--- src/rtl/axis_position_integrator_if.sv ---
// Mode-command handshake, warp control and position bus of the multi-axis
// position integrator.
interface axis_position_integrator_if #(
  parameter int W      = 16,
  parameter int VW     = 8,
  parameter int N_AXES = 3
);
  logic                  mode_valid;
  logic                  mode_ready;
  logic [3:0]            mode_sel;
  logic                  mode_err;
  logic                  step_en;
  logic [2*N_AXES-1:0]   dir;
  logic                  warp_req;
  logic                  warp_busy;
  logic [2:0]            state;
  logic [VW-1:0]         cur_speed;
  logic [W*N_AXES-1:0]   pos;
  logic [N_AXES-1:0]     wrapped;

  modport master (
    output mode_valid, mode_sel, step_en, dir, warp_req,
    input  mode_ready, mode_err, warp_busy, state, cur_speed, pos, wrapped
  );

  modport slave (
    input  mode_valid, mode_sel, step_en, dir, warp_req,
    output mode_ready, mode_err, warp_busy, state, cur_speed, pos, wrapped
  );
endinterface

--- src/rtl/axis_position_integrator.sv ---
// Integrates a mode-selected speed into N_AXES position registers, with a
// charge/jump/cool-down warp sequence and sticky per-axis wrap flags.
module axis_position_integrator #(
  parameter int W          = 16,
  parameter int VW         = 8,
  parameter int N_AXES     = 3,
  parameter int ATTACK_V   = 4,
  parameter int DEFENSE_V  = 2,
  parameter int STEALTH_V  = 1,
  parameter int WARP_SHIFT = 4,
  parameter int CHARGE_CYC = 8,
  parameter int COOL_CYC   = 4
) (
  input  logic                          clk,
  input  logic                          rst,
  axis_position_integrator_if.slave     bus
);

  localparam int MAXC = (CHARGE_CYC > COOL_CYC) ? CHARGE_CYC : COOL_CYC;
  localparam int CW   = $clog2(MAXC + 1);
  localparam int XW   = VW + WARP_SHIFT;

  typedef enum logic [2:0] {
    IDLE   = 3'd0,
    CRUISE = 3'd1,
    CHARGE = 3'd2,
    JUMP   = 3'd3,
    COOL   = 3'd4
  } state_t;

  state_t                       state_q, state_d;
  logic [CW-1:0]                cnt_q, cnt_d;
  logic [VW-1:0]                speed_q, speed_d;
  logic                         err_q, err_d;
  logic [N_AXES-1:0][W-1:0]     pos_q, pos_d;
  logic [N_AXES-1:0]            wrap_q, wrap_d;

  logic                         ready;
  logic                         accept;
  logic                         move;
  logic [XW-1:0]                warp_full;
  logic [W-1:0]                 delta;

  assign ready     = !rst && (state_q == IDLE || state_q == CRUISE);
  assign accept    = bus.mode_valid && ready;
  assign move      = (state_q == CRUISE && bus.step_en) || (state_q == JUMP);
  assign warp_full = XW'(speed_q) << WARP_SHIFT;
  assign delta     = (state_q == JUMP) ? W'(warp_full) : W'(speed_q);

  always_comb begin
    state_d = state_q;
    cnt_d   = cnt_q;
    speed_d = speed_q;
    err_d   = 1'b0;
    pos_d   = pos_q;
    wrap_d  = wrap_q;

    // Carry out of pos+delta happens exactly when pos > ~delta.
    if (move) begin
      for (int unsigned i = 0; i < N_AXES; i++) begin
        case (bus.dir[2*i +: 2])
          2'b01: begin
            pos_d[i] = pos_q[i] + delta;
            if (pos_q[i] > ~delta) wrap_d[i] = 1'b1;
          end
          2'b10: begin
            pos_d[i] = pos_q[i] - delta;
            if (pos_q[i] < delta) wrap_d[i] = 1'b1;
          end
          default: ;
        endcase
      end
    end

    // The zero command comes after the step so it overrides a same-cycle step.
    case (state_q)
      IDLE, CRUISE: begin
        if (accept) begin
          case (bus.mode_sel)
            4'b0001: begin
              pos_d   = '0;
              wrap_d  = '0;
              speed_d = '0;
              state_d = IDLE;
            end
            4'b0010: begin speed_d = VW'(ATTACK_V);  state_d = CRUISE; end
            4'b0100: begin speed_d = VW'(DEFENSE_V); state_d = CRUISE; end
            4'b1000: begin speed_d = VW'(STEALTH_V); state_d = CRUISE; end
            default: err_d = 1'b1;
          endcase
        end else if (state_q == CRUISE && bus.warp_req) begin
          state_d = CHARGE;
          cnt_d   = CW'(CHARGE_CYC - 1);
        end
      end
      CHARGE: begin
        if (!bus.warp_req)     state_d = CRUISE;
        else if (cnt_q == '0)  state_d = JUMP;
        else                   cnt_d   = cnt_q - 1'b1;
      end
      JUMP: begin
        state_d = COOL;
        cnt_d   = CW'(COOL_CYC - 1);
      end
      COOL: begin
        if (cnt_q == '0) state_d = CRUISE;
        else             cnt_d   = cnt_q - 1'b1;
      end
      default: state_d = IDLE;
    endcase
  end

  always_ff @(posedge clk) begin
    if (rst) begin
      state_q <= IDLE;
      cnt_q   <= '0;
      speed_q <= '0;
      err_q   <= 1'b0;
      pos_q   <= '0;
      wrap_q  <= '0;
    end else begin
      state_q <= state_d;
      cnt_q   <= cnt_d;
      speed_q <= speed_d;
      err_q   <= err_d;
      pos_q   <= pos_d;
      wrap_q  <= wrap_d;
    end
  end

  assign bus.mode_ready = ready;
  assign bus.mode_err   = err_q;
  assign bus.warp_busy  = (state_q == CHARGE) || (state_q == JUMP) || (state_q == COOL);
  assign bus.state      = state_q;
  assign bus.cur_speed  = speed_q;
  assign bus.pos        = pos_q;
  assign bus.wrapped    = wrap_q;

endmodule

--- src/flat_wrapper.sv ---
// flat-port wrapper written by rule: the top's interface ports become plain ports
module axis_position_integrator_flat 
#(
  parameter int W          = 16,
  parameter int VW         = 8,
  parameter int N_AXES     = 3,
  parameter int ATTACK_V   = 4,
  parameter int DEFENSE_V  = 2,
  parameter int STEALTH_V  = 1,
  parameter int WARP_SHIFT = 4,
  parameter int CHARGE_CYC = 8,
  parameter int COOL_CYC   = 4
)
  (clk, rst, bus_mode_valid, bus_mode_sel, bus_step_en, bus_dir, bus_warp_req, bus_mode_ready, bus_mode_err, bus_warp_busy, bus_state, bus_cur_speed, bus_pos, bus_wrapped);
  axis_position_integrator_if #(.W(W), .VW(VW), .N_AXES(N_AXES)) bus_i ();
  input  logic clk;
  input  logic rst;
  input wire logic [$bits(bus_i.mode_valid)-1:0] bus_mode_valid;
  input wire logic [$bits(bus_i.mode_sel)-1:0] bus_mode_sel;
  input wire logic [$bits(bus_i.step_en)-1:0] bus_step_en;
  input wire logic [$bits(bus_i.dir)-1:0] bus_dir;
  input wire logic [$bits(bus_i.warp_req)-1:0] bus_warp_req;
  output wire logic [$bits(bus_i.mode_ready)-1:0] bus_mode_ready;
  output wire logic [$bits(bus_i.mode_err)-1:0] bus_mode_err;
  output wire logic [$bits(bus_i.warp_busy)-1:0] bus_warp_busy;
  output wire logic [$bits(bus_i.state)-1:0] bus_state;
  output wire logic [$bits(bus_i.cur_speed)-1:0] bus_cur_speed;
  output wire logic [$bits(bus_i.pos)-1:0] bus_pos;
  output wire logic [$bits(bus_i.wrapped)-1:0] bus_wrapped;
  assign bus_i.mode_valid = bus_mode_valid;
  assign bus_i.mode_sel = bus_mode_sel;
  assign bus_i.step_en = bus_step_en;
  assign bus_i.dir = bus_dir;
  assign bus_i.warp_req = bus_warp_req;
  assign bus_mode_ready = bus_i.mode_ready;
  assign bus_mode_err = bus_i.mode_err;
  assign bus_warp_busy = bus_i.warp_busy;
  assign bus_state = bus_i.state;
  assign bus_cur_speed = bus_i.cur_speed;
  assign bus_pos = bus_i.pos;
  assign bus_wrapped = bus_i.wrapped;
  axis_position_integrator #(.W(W), .VW(VW), .N_AXES(N_AXES), .ATTACK_V(ATTACK_V), .DEFENSE_V(DEFENSE_V), .STEALTH_V(STEALTH_V), .WARP_SHIFT(WARP_SHIFT), .CHARGE_CYC(CHARGE_CYC), .COOL_CYC(COOL_CYC)) u_core (.clk(clk), .rst(rst), .bus(bus_i));
endmodule
--- config.mk ---
export PLATFORM = sky130hd
export DESIGN_NAME = axis_position_integrator_flat
export DESIGN_NICKNAME = d
export VERILOG_FILES = /design/src/rtl/axis_position_integrator_if.sv /design/src/rtl/axis_position_integrator.sv /design/src/flat_wrapper.sv
export SDC_FILE = /design/constraint.sdc
export NUM_CORES = 1
export LEC_CHECK = 0
export BUFFER_PORTS_ARGS = -buffer_cell sky130_fd_sc_hd__buf_4
export CORE_MARGIN = 4
export CORE_UTILIZATION = 65
export CTS_BUF_LIST = sky130_fd_sc_hd__clkbuf_2
export DETAILED_ROUTE_END_ITERATION = 12
export PLACE_DENSITY = 0.88
export REMOVE_ABC_BUFFERS = 1
export SYNTH_ARGS = -nofsm -noshare
export SYNTH_HDL_FRONTEND = slang
export SYNTH_SLANG_ARGS = --single-unit
--- constraint.sdc ---
create_clock -name clk -period 6.3 [get_ports clk]
set_input_delay 0.315 -clock clk [delete_from_list [all_inputs] [get_ports clk]]
set_output_delay 0.315 -clock clk [all_outputs]
set_load 0.005 [all_outputs]
Word level (Yosys, flattened, before mapping):

Cells that the tools add are included.

* register bits: 67
* latch bits: 0
* RAM bits: 0
* memory bits (read-only): 0
* input port bits: 15
* output and inout bits: 65
* memories kept: 0

* $add $sub $neg: 7
* multipliers: 0
* div/mod/pow operators: 0
* $lt $le $gt $ge: 6
* eq/ne operators: 21
* shifts and indexed selects: 0
* muxes and demuxes: 35
* bitwise logic cells: 3
* reductions and logical operators: 20

Operators by type and width (count)
* two-way mux 48 bit: 4
* one-hot mux 16 bit (2 select lines): 3
* adder 16 bit: 3
* greater-than comparator 16 bit: 3
* < comparator 16 bit: 3
* subtractor 16 bit: 3
* one-hot mux 8 bit (4 select lines): 1
* two-way mux 3 bit: 9
* two-way mux 4 bit: 4
* NOT 16 bit: 1
* one-hot mux 4 bit (4 select lines): 1
* two-way mux 12 bit: 1
* one-hot mux 3 bit (4 select lines): 1
* AND reduction 4 bit: 2
* nonzero test 4 bit: 2
* two-way mux 1 bit: 7
* equality test 2 x 1 -> 1 bit (second input constant): 3
* equality test 2 bit (second input constant): 3
* equality test 3 x 2 -> 1 bit (second input constant): 2
* one-hot mux 1 bit (2 select lines): 3
* one-hot mux 3 bit (2 select lines): 1
* OR reduction 3 bit: 2
* equality test 4 x 1 -> 1 bit (second input constant): 1
* equality test 4 x 2 -> 1 bit (second input constant): 1
* 19 further kinds: 28

Longest topological paths before layout:

Gate-level depths: netlist of the first run.

* depth after elaboration: 10
* mapped depth: 12

Worst setup path after synthesis of the first run:

Ideal clock, no wire load.

* kind: reg2reg
* start: reg u_core.state_q[2] (netlist: u_core.bus.state[2])
* end: reg u_core.wrap_q[0] (netlist: u_core.bus.wrapped[0])
* setup time: 0.086 ns
* data arrival time: 2.801 ns
* required time: 6.214 ns
* setup slack: 3.412 ns
* cell stages (with the launch flop): 12
* buffers on the path: 1
* period minus slack after synthesis: 2.888 ns
* cell sequence: dfxtp_1 > nand3b_1 > clkbuf_1 > nand2_1 > inv_1 > fa_1 > nand2b_1 > a21oi_1 > o21ai_2 > nand2_2 > or4_4 > a221oi_2

* word-level cells in the longest chain between the ends: 10

RTL lines
* start, declared: RTL line axis_position_integrator.sv:31 `state_t state_q, state_d;`
* start signal, assigned: RTL line axis_position_integrator.sv:122 `state_q <= state_d;`
* equality test 3 x 2 -> 1 bit: RTL line axis_position_integrator.sv:46, axis_position_integrator.sv:48
* two-way mux 12 bit: RTL line axis_position_integrator.sv:48 `assign delta = (state_q == JUMP) ? W'(warp_full) : W'(speed_q);`
* NOT 16 bit: RTL line axis_position_integrator.sv:64 `if (pos_q[i] > ~delta) wrap_d[i] = 1'b1;`
* greater-than comparator 16 bit: RTL line axis_position_integrator.sv:64
* two-way mux 1 bit: RTL line axis_position_integrator.sv:64
* one-hot mux 1 bit (2 select lines): RTL line axis_position_integrator.sv:61 `case (bus.dir[2*i +: 2])`
* two-way mux 3 bit: RTL line axis_position_integrator.sv:59 `if (move) begin`
* two-way mux 3 bit: RTL line axis_position_integrator.sv:79 `case (bus.mode_sel)`
* two-way mux 3 bit: RTL line axis_position_integrator.sv:78 `if (accept) begin`
* two-way mux 3 bit (*): RTL line axis_position_integrator.sv:76 `case (state_q)`
* end signal, assigned: RTL line axis_position_integrator.sv:127 `wrap_q <= wrap_d;`
* end, declared: RTL line axis_position_integrator.sv:36 `logic [N_AXES-1:0] wrap_q, wrap_d;`

Every way passes the cells marked *; elsewhere a longest branch is shown, timed or not.
A chain may end at the register's enable or synchronous reset.

Worst setup path after layout of the first run:

* start: reg u_core.state_q[1] (netlist: u_core.bus.state[1])
* end: reg u_core.pos_q (netlist bit u_core.bus.pos[28])

* word-level cells in the longest chain between the ends: 8

RTL lines
* equality test 3 x 2 -> 1 bit: RTL line axis_position_integrator.sv:46, axis_position_integrator.sv:48
* two-way mux 12 bit: RTL line axis_position_integrator.sv:48
* subtractor 16 bit or adder 16 bit (tied branches): RTL line axis_position_integrator.sv:67, axis_position_integrator.sv:63
* one-hot mux 16 bit (2 select lines): RTL line axis_position_integrator.sv:61
* two-way mux 48 bit: RTL line axis_position_integrator.sv:59
* two-way mux 48 bit: RTL line axis_position_integrator.sv:79
* two-way mux 48 bit: RTL line axis_position_integrator.sv:78
* two-way mux 48 bit (*): RTL line axis_position_integrator.sv:76
* end signal, assigned: RTL line axis_position_integrator.sv:126 `pos_q <= pos_d;`
* end, declared: RTL line axis_position_integrator.sv:35 `logic [N_AXES-1:0][W-1:0] pos_q, pos_d;`

Marked as above.

==> results of run 1 <==
==> cell usage after synthesis, drive strengths merged (15+ instances only) <==
| cell type | n |
|---|---|
| ha | 44 |
| clkbuf | 41 |
| nand2 | 74 |
| a211oi | 16 |
| o21ai | 39 |
| a31oi | 22 |
| nor4 | 15 |
| nand3 | 27 |
| nor2 | 75 |
| nor3 | 35 |
| inv | 51 |
| a221oi | 19 |
| or3 | 17 |
| dfxtp | 62 |
| a21oi | 57 |
| xnor2 | 15 |
| buf | 21 |
| o211ai | 16 |
==> flip-flops by register name, summed over array words and instances, names as in the netlist <==
| name | count |
|---|---|
| u_core.bus.cur_speed | 3 |
| u_core.bus.pos | 48 |
| u_core.bus.wrapped | 3 |
| u_core.cnt_q | 4 |
| u_core.bus.mode_err | 1 |
| u_core.bus.state | 3 |
==> logic make-up (layout without fill, tap and decap cells) <==
group,count (synthesis),count (layout),share of synthesized area
and+or+nand+nor,328,328,0.280
DFF,62,62,0.198
AOI/OAI and AO/OA,268,268,0.305
buffers and inverters,114,147,0.0746
other,1,5,0.000598
xor gates and xnor gates,20,20,0.0279
adders and majority gates,50,50,0.107
muxes,4,4,0.00659
==> how the worst min path moves through the flow <==
stage          slack [ns]                       to  cells after the start
6_report             0.06          u_core.cnt_q[1]                      2
5_1_grt              0.02          u_core.cnt_q[1]                      2
4_1_cts              0.03          u_core.cnt_q[1]                      2
3_5_place_dp         0.48    u_core.bus.wrapped[2]                      2
3_3_place_gp         0.48    u_core.bus.wrapped[2]                      2
2_1_floorplan        0.38  u_core.bus.cur_speed[2]                      1
==> per-stage QoR <==
step	hold WS [ns]	worst slack, ns	instances	area [sq um]	power [W]
2_1_floorplan	0.384	3.25	789	6010	0.000557
3_3_place_gp	0.479	2.88	997	6770	0.000618
3_5_place_dp	0.478	2.66	997	6770	0.000626
4_1_cts	0.0319	2.64	1013	6900	0.000909
5_1_grt	0.0198	2.25	1013	6900	0.000953
6_report	0.0592	2.58	1013	6900	0.000917
==> layer usage <==
layer | wire, um | up-vias | GRT usage | share of wire
met2 | 8780 | 461 | 0.540 | 0.47
met1 | 7710 | 3237 | 0.431 | 0.41
li1 | - | 3234 | - | -
met4 | 465 | 0 | 0.114 | 0.025
met3 | 1900 | 61 | 0.0607 | 0.10
met5 | 0 | - | 0 | 0
==> worst max-delay path, cell delays in order (launching register included) <==
cell	delay [ns]
dfxtp_1	0.68
nand3b_1	0.47
nand2_1	0.30
inv_1	0.31
fa_1	0.52
nor2b_1	0.16
o21a_1	0.18
a22oi_1	0.41
nor2_1	0.12
or3_1	0.36
a41oi_1	0.14
==> final cells by class <==
type / count / area share
Clock inverter: 6 / 0.0111
Multi-Input combinational cell: 675 / 0.664
Tap cell: 129 / 0.0234
Inverter: 52 / 0.0283
Sequential cell: 62 / 0.180
Timing Repair Buffer: 79 / 0.0860
Clock buffer: 10 / 0.00726
==> report_power, final <==
group / switching [W] / internal [W]
Clock: 0.000163 / 0.000129
Sequential: 0.0000136 / 0.000400
Combinational: 0.000133 / 0.0000782
==> results.md, run 1 <==
* Yosys cell types at 92
* Area of the multi-input gates at 4580 sq um
* Starting density of the core at 0.672
* Slew Limit Fails at 0
* Setup TNS after final layout at 0 ns
* Sequential-to-total area share from yosys stat at 0.198
* Final setup vio count at 0
* Reg area at 1240 sq um
* Commonest non-fill, non-tap cell in the layout: buf_4
* Die height at 106 um
* Gr ovfl total at 0
* GR Util All Layers at 0.328
* CTS tree: yes
* Setup crit end: u_core.bus.pos[28]
* Syn Area/Cell at 7.40 sq um
* R2R setup slack at 2.58 ns
* Crit path DAT at 4.16 ns
* Layout cells sized above 1 at 0.140
* Synthesized flop and latch total at 62
* Vias in the first global route at 6417
* Crit path launch type: register
* GP Congestion at 0.995
* Worst-path clk slew at 0.19 ns
* # resized after CTS at 0
* Worst Clk Skew at 0.0236 ns
* Fin crit period at 3.72 ns
* CP Max Fanout at 17
* Post-route DRC at 0
* H-tree Lvls at 3
* Fin. Hold Viols at 0
* # rows at 35
* Root buf cell: clkbuf_2
* Max Fclk at 269 MHz
* Post-synth top area share at 0.198
* Die W at 106 um
* Prevailing post-synth register cell: dfxtp_1
* Worst Hold Launch: rst
* Area contributors post-synth: dfxtp_1 (20%), ha_1 (8.8%), a21oi_1 (4.6%)
* Clock sink count at 62
* Total number of vias at 6993
* Final core utilization at 0.739
* Nature of the critical path endpoint: register
* Worst skew pair latency at 0.51 ns
* Critical Path Source: u_core.bus.state[1]
* Max VDD drop at 0.000136 V
* Core footprint at 9330 sq um
* CTS Buf Count at 9
* R2r endpoint: u_core.bus.pos[28]
* Post-synth EDFFs at 0
* Ys async rst share at 0
* Initial antenna violation count at 0
* Synth warn at 0
* Starting DRT DRC Count at 569
* RSZ-0062 raised after global routing: no
* Die area at 11300 sq um
* Status: completed
* Hpwl dp at 13400 um
* Vias per cell at 6.90
* Syn Inst Count at 847
* Pre-antenna DRT Iters at 6
* Pin count of the biggest net entering global routing at 23
* Hold crit path type: input pin to register
* Post-CTS Setup Inserts at 0
* Launch point of the worst reg-to-reg path: u_core.bus.state[1]
* PortBufs at 74
* Nets at 944
* Filler cells at 731
* WP data required at 6.74 ns
* Antenna viol nets, final at 0
* Largest area contributor in the netlist: dfxtp_1
* Slew margin rel. at 0.368
* PwrDens at 133 nW/um^2
* First-pass GRT wire length at 31000 um
* Clock Tree Buf Depth at 2
* Max-cap violations at 0
* I/O pin count at 80
* Total leakage power at 2.74 nW
* Worst Max-Slew Pin Slew at 0.941 ns
* DR WL/cell at 18.6 um
* Hold Buf Count CTS at 0
* Kind of critical path: register to register
* Post-Synthesis Cell Area at 6270 sq um
* Worst R2R Path Depth at 10
* Area Growth Syn to Fin at 10.0%
* Period utilization at 0.591
* Diodes inserted at 0
* Routed WL at 18900 um
* Most frequent cells in the layout: buf_4 (79), nor2_1 (75), nand2_1 (73)
(Power assumes the default switching activity.)
==> run 2, diff against run 1 <==
Settings changed: ABC_AREA set to 1, CORE_UTILIZATION 65 to 62, PLACE_DENSITY 0.88 to 0.84.
Clock period 6.3 ns to 3.43 ns, I/O delays scaled along.
==> run 2 against run 1 <==
Sequential share of layout area shrank 1.3 points. Via count grew 10%. Non-clock buffer count grew 9. Clock-buffer cell count shrank 1. Combinational power grew to 7.7 times the previous value. Clock skew grew 0.024 ns. Die area grew 11%. First-iteration DRC count grew 28%. Fmax grew 22%. Clock power grew 110%. Critical path type unchanged. Critical endpoint is now u_core.bus.pos[31]. Largest cell class unchanged. Highest routed layer unchanged.
==> results.md, run 2 <==
* Filler cells at 1030 (was 731)
* Gr ovfl total at 0 (unchanged)
* Commonest non-fill, non-tap cell in the layout: nand2_1 (was buf_4)
* PortBufs at 74 (unchanged)
* Total leakage power at 3.82 nW (was 2.74 nW)
* Vias in the first global route at 7286 (was 6417)
* Nature of the critical path endpoint: register (unchanged)
* Max Fclk at 328 MHz (was 269 MHz)
* Fin area at 7440 sq um (was 6900 sq um)
* Kind of critical path: register to register (unchanged)
* WP data required at 3.91 ns (was 6.74 ns)
* DR WL/cell at 14.3 um (was 18.6 um)
* Hold crit path type: input pin to register (unchanged)
* Worst Clk Skew at 0.0479 ns (was 0.0236 ns)
* RSZ-0062 raised after global routing: no (unchanged)
* Starting DRT DRC Count at 730 (was 569)
* Syn Area/Cell at 5.74 sq um (was 7.40 sq um)
* Antenna viol nets, final at 0 (unchanged)
* H-tree Lvls at 3 (unchanged)
* Area contributors post-synth: dfxtp_1 (19%), nand2_1 (16%), nand3_1 (10%) (was dfxtp_1 (20%), ha_1 (8.8%), a21oi_1 (4.6%))
* Area Growth Syn to Fin at 11.5% (was 10.0%)
* Final setup vio count at 0 (unchanged)
* Synthesized flop and latch total at 62 (unchanged)
* First-pass GRT wire length at 33300 um (was 31000 um)
* Setup TNS after final layout at 0 ns (unchanged)
* I/O pin count at 80 (unchanged)
* Worst skew pair latency at 0.58 ns (was 0.51 ns)
* Period utilization at 0.889 (was 0.591)
* Cells after DPL at 1339 (was 997)
* Nets at 1288 (was 944)
* Top cells by count, synth: nand2_1 (279), inv_1 (166), nor2_1 (142) (was nor2_1 (75), nand2_1 (73), dfxtp_1 (62))
* CTS Buf Count at 9 (unchanged)
* GR Util All Layers at 0.317 (was 0.328)
* Hpwl dp at 14500 um (was 13400 um)
* GP Congestion at 1.03 (was 0.995)
* Slew margin rel. at 0.516 (was 0.368)
* Initial antenna violation count at 0 (unchanged)
* Finished Layout Cells at 1363 (was 1013)
* Fin. Hold Viols at 0 (unchanged)
* Area of the multi-input gates at 4520 sq um (was 4580 sq um)
* Vias per cell at 5.66 (was 6.90)
* Max FFs per register at 48 (unchanged)
* Placed Area at 7210 sq um (was 6770 sq um)
* Die height at 112 um (was 106 um)
* Pre-antenna DRT Iters at 6 (unchanged)
* Prevailing post-synth register cell: dfxtp_1 (unchanged)
* Crit path DAT at 3.53 ns (was 4.16 ns)
* Post-Synthesis Cell Area at 6670 sq um (was 6270 sq um)
* Slew Limit Fails at 0 (unchanged)
* Diodes inserted at 0 (unchanged)
* Clock Tree Buf Depth at 2 (unchanged)
* Post-synth top area share at 0.186 (was 0.198)
* CTS tree: yes (unchanged)
* Worst Max-Slew Pin Slew at 0.726 ns (was 0.941 ns)
* Core footprint at 10400 sq um (was 9330 sq um)
* Pin count of the biggest net entering global routing at 30 (was 23)
* Top-count cell post-synth: nand2_1 (was nor2_1)
* Total number of vias at 7714 (was 6993)
* Most frequent cells in the layout: nand2_1 (279), inv_1 (166), nor2_1 (142) (was buf_4 (79), nor2_1 (75), nand2_1 (73))
* Max VDD drop at 0.000442 V (was 0.000136 V)
* Die area at 12500 sq um (was 11300 sq um)
* Ys async rst share at 0 (unchanged)
* Max-cap violations at 0 (unchanged)
* Sequential-to-total area share from yosys stat at 0.186 (was 0.198)
* Reg area at 1240 sq um (unchanged)
* Fin crit period at 3.05 ns (was 3.72 ns)
* Starting density of the core at 0.641 (was 0.672)
* Clock sink count at 62 (unchanged)
* Post-synth EDFFs at 0 (unchanged)
* Worst-path clk slew at 0.22 ns (was 0.19 ns)
* # rows at 37 (was 35)
* Status: completed (unchanged)
* Layout cells sized above 1 at 0.113 (was 0.140)
* Synth warn at 0 (unchanged)
* Largest area contributor in the netlist: dfxtp_1 (unchanged)
* Die W at 112 um (was 106 um)
* Routed WL at 19500 um (was 18900 um)
* Post-route DRC at 0 (unchanged)
* Yosys cell types at 41 (was 92)
* Crit path launch type: register (unchanged)
* PwrDens at 430 nW/um^2 (was 133 nW/um^2)
* CP Max Fanout at 12 (was 17)
* Root buf cell: clkbuf_2 (unchanged)
* Syn Inst Count at 1162 (was 847)
==> run 2: final cells by class <==
type                       count  area share
multi-input combinational    881       0.608
sequential                    62       0.167
timing repair buffer          88      0.0918
inverter                     181      0.0913
tap                          136      0.0229
clock inverter                 6      0.0136
clock buffer                   9     0.00605
==> run 2: through the flow <==
step / setup slack [ns] / hold slack [ns] / total power, W / util
5_1_grt: 0.0426 / 0.119 / 0.00349 / 0.715
2_1_floorplan: 0.569 / 0.241 / 0.00209 / -
3_3_place_gp: 0.582 / 0.400 / 0.00254 / 0.692
6_report: 0.382 / 0.101 / 0.00320 / 0.715
3_5_place_dp: 0.477 / 0.395 / 0.00256 / 0.692
4_1_cts: 0.464 / 0.0649 / 0.00318 / 0.715
==> run 2: timing repair <==
item | CTS | global route
hold buffers | 9 | 0
resized for setup | 0 | 0
buffers inserted | 0 | 0
endpoints found under the setup margin | 0 | 0
hold endpoints to repair | 6 | 0
==> run 2: worst max-delay path: stages (launching register included) <==
cell,delay [ns]
dfxtp_1,0.52
nand3_2,0.34
nor2_1,0.40
inv_1,0.14
ha_1,0.40
inv_1,0.17
o21bai_1,0.16
nor2_1,0.39
nand4_1,0.16
nand3_1,0.11
nand3_1,0.08
nand2_1,0.08
inv_1,0.03
==> run 2: logic make-up (layout without fill, tap and decap cells) <==
kind of cell             Yosys count  count (layout)  synth area share
other                              1               5          0.000562
AO/OA/AOI/OAI                    197             197             0.163
AND/OR/NAND/NOR                  628             628             0.411
buffers and inverters            223             284             0.139
adder cells (fa/ha/maj)           50              50             0.100
XOR/XNOR                           1               1           0.00131
flip-flops                        62              62             0.186
==> run 2: path summary, 6_finish.rpt <==
check,startpoint,end,slack (ns),cells after the start
worst max-delay path,u_core.bus.state[1],u_core.bus.pos[31],0.38,12
worst min-delay path,bus_dir[1],u_core.bus.pos[14],0.10,6
worst min register to register,u_core.cnt_q[0],u_core.cnt_q[0],0.46,1
worst max register to register,u_core.bus.state[1],u_core.bus.pos[31],0.38,12
==> run 2: per-layer routing <==
metal,share of wire,track usage,vias to the layer above
li1,-,-,3856
met1,0.43,0.415,3476
met2,0.45,0.517,331
met3,0.083,0.0424,51
met4,0.033,0.152,0
met5,0,0,-
==> run 2: power by group <==
group          internal [W]  switching, W
logic              0.000582       0.00104
registers          0.000820      0.000147
clock network      0.000304      0.000305
total               0.00171       0.00149
==> run 3, diff against run 2 <==
Settings changed: ABC_AREA 1 to not set, CORE_UTILIZATION 62 to 61, PLACE_DENSITY 0.84 to 0.83.
Clock period 3.43 ns to 2.84 ns, I/O delays scaled along.
==> run 3 against run 2 <==
Power shrank 40%. Register-to-register slack lost 0.36 ns. Critical path depth shrank 3. Combinational power shrank 66%. Critical path type unchanged. Largest cell class unchanged. Largest power group is now registers. Highest routed layer unchanged.
==> results.md, run 3 (synthesized netlist as in run 1, its figures left out) <==
* Max Fclk at 355 MHz (was 328 MHz)
* Crit path DAT at 3.32 ns (was 3.53 ns)
* Min-Delay Endpoint: u_core.cnt_q[3] (was u_core.bus.pos[14])
* Finished Layout Cells at 1069 (was 1363)
* Die height at 109 um (was 112 um)
* R2R setup slack at 0.02 ns (was 0.38 ns)
* Final core utilization at 0.746 (was 0.715)
* # rows at 36 (was 37)
* CTS tree: yes (unchanged)
* Sw frac at 0.367 (was 0.467)
* Max FFs per register at 48 (unchanged)
* Routed WL at 20900 um (was 19500 um)
* Crit-path cells: and3b_2, nand2_1, ha_1, a211o_1, o211ai_1, nand4_1, nor4_1, mux2_1, a41oi_1 (was nand3_2, nor2_1, inv_1, ha_1, inv_1, o21bai_1, nor2_1, nand4_1, nand3_1, nand3_1, nand2_1, inv_1)
* Slew Limit Fails at 0 (unchanged)
* Starting DRT DRC Count at 949 (was 730)
* Total leakage power at 3.02 nW (was 3.82 nW)
* Status: completed (unchanged)
* Cell family with most CP delay: simple AND/OR/NAND/NOR gates (unchanged)
* Filler cells at 788 (was 1030)
* Worst Clk Skew at 0.0287 ns (was 0.0479 ns)
* Setup WS pre-CTS at 0.0122 ns (was 0.477 ns)
* PwrDens at 259 nW/um^2 (was 430 nW/um^2)
* Vias in the first global route at 6906 (was 7286)
* Kind of critical path: register to register (unchanged)
* Crit path launch type: register (unchanged)
* Hold Path Stages at 3 (was 6)
* Final worst setup slack at 0.0233 ns (was 0.382 ns)
* Clock Tree Buf Depth at 2 (unchanged)
* First-pass GRT wire length at 33200 um (was 33300 um)
* Fin. Hold Viols at 0 (unchanged)
* CP Max Fanout at 6 (was 12)
* Max-cap violations at 0 (unchanged)
* Gr ovfl total at 0 (unchanged)
* Final setup vio count at 0 (unchanged)
* Starting density of the core at 0.633 (was 0.641)
* DR WL/cell at 19.5 um (was 14.3 um)
* GR Util All Layers at 0.342 (was 0.317)
* Max VDD drop at 0.000259 V (was 0.000442 V)
* Pre-antenna DRT Iters at 6 (unchanged)
* Worst stage delay on the critical path at 0.38 ns (was 0.52 ns)
* Clk network pwr share at 0.237 (was 0.190)
* Worst Max-Slew Pin Slew at 0.789 ns (was 0.726 ns)
* Worst Hold Launch: bus_warp_req (was bus_dir[1])
* Vias per cell at 6.88 (was 5.66)
* Worst skew pair latency at 0.56 ns (was 0.58 ns)
* Cells after DPL at 1045 (was 1339)
* Diodes inserted at 0 (unchanged)
* Die area at 12000 sq um (was 12500 sq um)
* R2r endpoint: u_core.bus.pos[31] (unchanged)
* Initial antenna violation count at 0 (unchanged)
* Period utilization at 0.992 (was 0.889)
* Most frequent cells in the layout: buf_4 (124), nor2_1 (75), nand2_1 (69) (was nand2_1 (279), inv_1 (166), nor2_1 (142))
* Worst-path clk slew at 0.19 ns (was 0.22 ns)
* P_int at 0.00121 W (was 0.00171 W)
* Core footprint at 9910 sq um (was 10400 sq um)
* Post-route DRC at 0 (unchanged)
* Hold crit path type: input pin to register (unchanged)
* WP buf/inv at 0 (was 3)
* GP Congestion at 0.997 (was 1.03)
* Switching pwr at 0.000702 W (was 0.00149 W)
* PortBufs at 74 (unchanged)
* Slew margin rel. at 0.472 (was 0.516)
* Antenna viol nets, final at 0 (unchanged)
* Nets at 997 (was 1288)
* Fin crit period at 2.82 ns (was 3.05 ns)
* Area Growth Syn to Fin at 17.9% (was 11.5%)
* Reg power frac at 0.475 (was 0.302)
* WP data required at 3.34 ns (was 3.91 ns)
* Nature of the critical path endpoint: register (unchanged)
* Layout cells sized above 1 at 0.205 (was 0.113)
* Pin count of the biggest net entering global routing at 20 (was 30)
* Clock sink count at 62 (unchanged)
* I/O pin count at 80 (unchanged)
* CTS Buf Count at 9 (unchanged)
* Commonest non-fill, non-tap cell in the layout: buf_4 (was nand2_1)
* Slowest-stage cell, CP: mux2_1 (was dfxtp_1)
* Worst R2R Path Depth at 9 (was 12)
* Hpwl dp at 14900 um (was 14500 um)
* Total number of vias at 7354 (was 7714)
* Die W at 109 um (was 112 um)
* Logic pwr share at 0.288 (was 0.507)
* Root buf cell: clkbuf_2 (unchanged)
* H-tree Lvls at 3 (unchanged)
* RSZ-0062 raised after global routing: yes (was no)
* Setup TNS after final layout at 0 ns (unchanged)
* Launch point of the worst reg-to-reg path: u_core.bus.state[2] (was u_core.bus.state[1])
[run 3: cell types whose count changed in the layout (fill, tap and decap cells not counted), moves of 16 or more]
cell      previous run  this run
inv_1              166        51
nor2_1             142        75
o21ai_0             68        33
a221oi_1             0        16
nand3_1            133        27
a31oi_1              5        22
nand2_1            279        69
buf_4               79       124
or3_1                0        16
a21oi_1             77        54
[run 3: cell type report]
| class | instances | area [sq um] | share of cell area |
|---|---|---|---|
| clock buffer | 11 | 55.1 | 0.00745 |
| clock inverter | 4 | 15.0 | 0.00203 |
| inverter | 52 | 195 | 0.0264 |
| multi-input combinational | 676 | 4700 | 0.637 |
| sequential | 62 | 1240 | 0.168 |
| tap | 133 | 166 | 0.0225 |
| timing repair buffer | 131 | 1010 | 0.137 |
[run 3: what timing repair did]
item,in CTS,in global routing
endpoints found under the hold margin,9,0
endpoints found under the setup margin,1,27
cloned,0,1
setup buffers,0,2
resized for setup,1,29
pin swaps,0,5
hold buffers,6,0
[run 3: stage by stage]
stage | hold WS [ns] | area (sq um) | total power (W)
floorplan | 0.211 | 6010 | 0.00124
global placement | 0.424 | 7120 | 0.00141
detailed placement | 0.439 | 7120 | 0.00143
CTS | 0.0349 | 7250 | 0.00187
global route | 0.0654 | 7390 | 0.00200
finish | 0.0616 | 7390 | 0.00192
[run 3: routing by layer]
| metal | wire length [um] | global-route usage |
|---|---|---|
| met1 | 8320 | 0.450 |
| met2 | 9700 | 0.564 |
| met3 | 2170 | 0.0399 |
| met4 | 687 | 0.150 |
| met5 | 0 | 0 |
[run 3: worst max-delay path by stage]
stage                        startpoint  cells past startpoint  slack [ns]                  to
finish              u_core.bus.state[2]                      9        0.02  u_core.bus.pos[31]
global route        u_core.bus.state[2]                      9       -0.10  u_core.bus.pos[31]
CTS                 u_core.bus.state[2]                      9        0.03  u_core.bus.pos[31]
detailed placement  u_core.bus.state[2]                     10        0.01  u_core.bus.pos[31]
global placement    u_core.bus.state[2]                      8        0.12   u_core.bus.pos[9]
floorplan           u_core.bus.state[1]                     10       -0.21  u_core.bus.pos[28]
[run 3: power by group through the flow]
stage | Sequential [W] | Clock (W) | Combinational, W
after floorplan | 0.000927 | 0 | 0.000309
after global placement | 0.000925 | 0 | 0.000487
after detailed placement | 0.000926 | 0 | 0.000503
after CTS | 0.000908 | 0.000454 | 0.000512
after global routing | 0.000913 | 0.000493 | 0.000599
final | 0.000910 | 0.000454 | 0.000552
[run 3: worst min-delay path, cell delays in order]
cell	delay (ns)
buf_4	0.11
a21oi_1	0.07
o221a_2	0.26
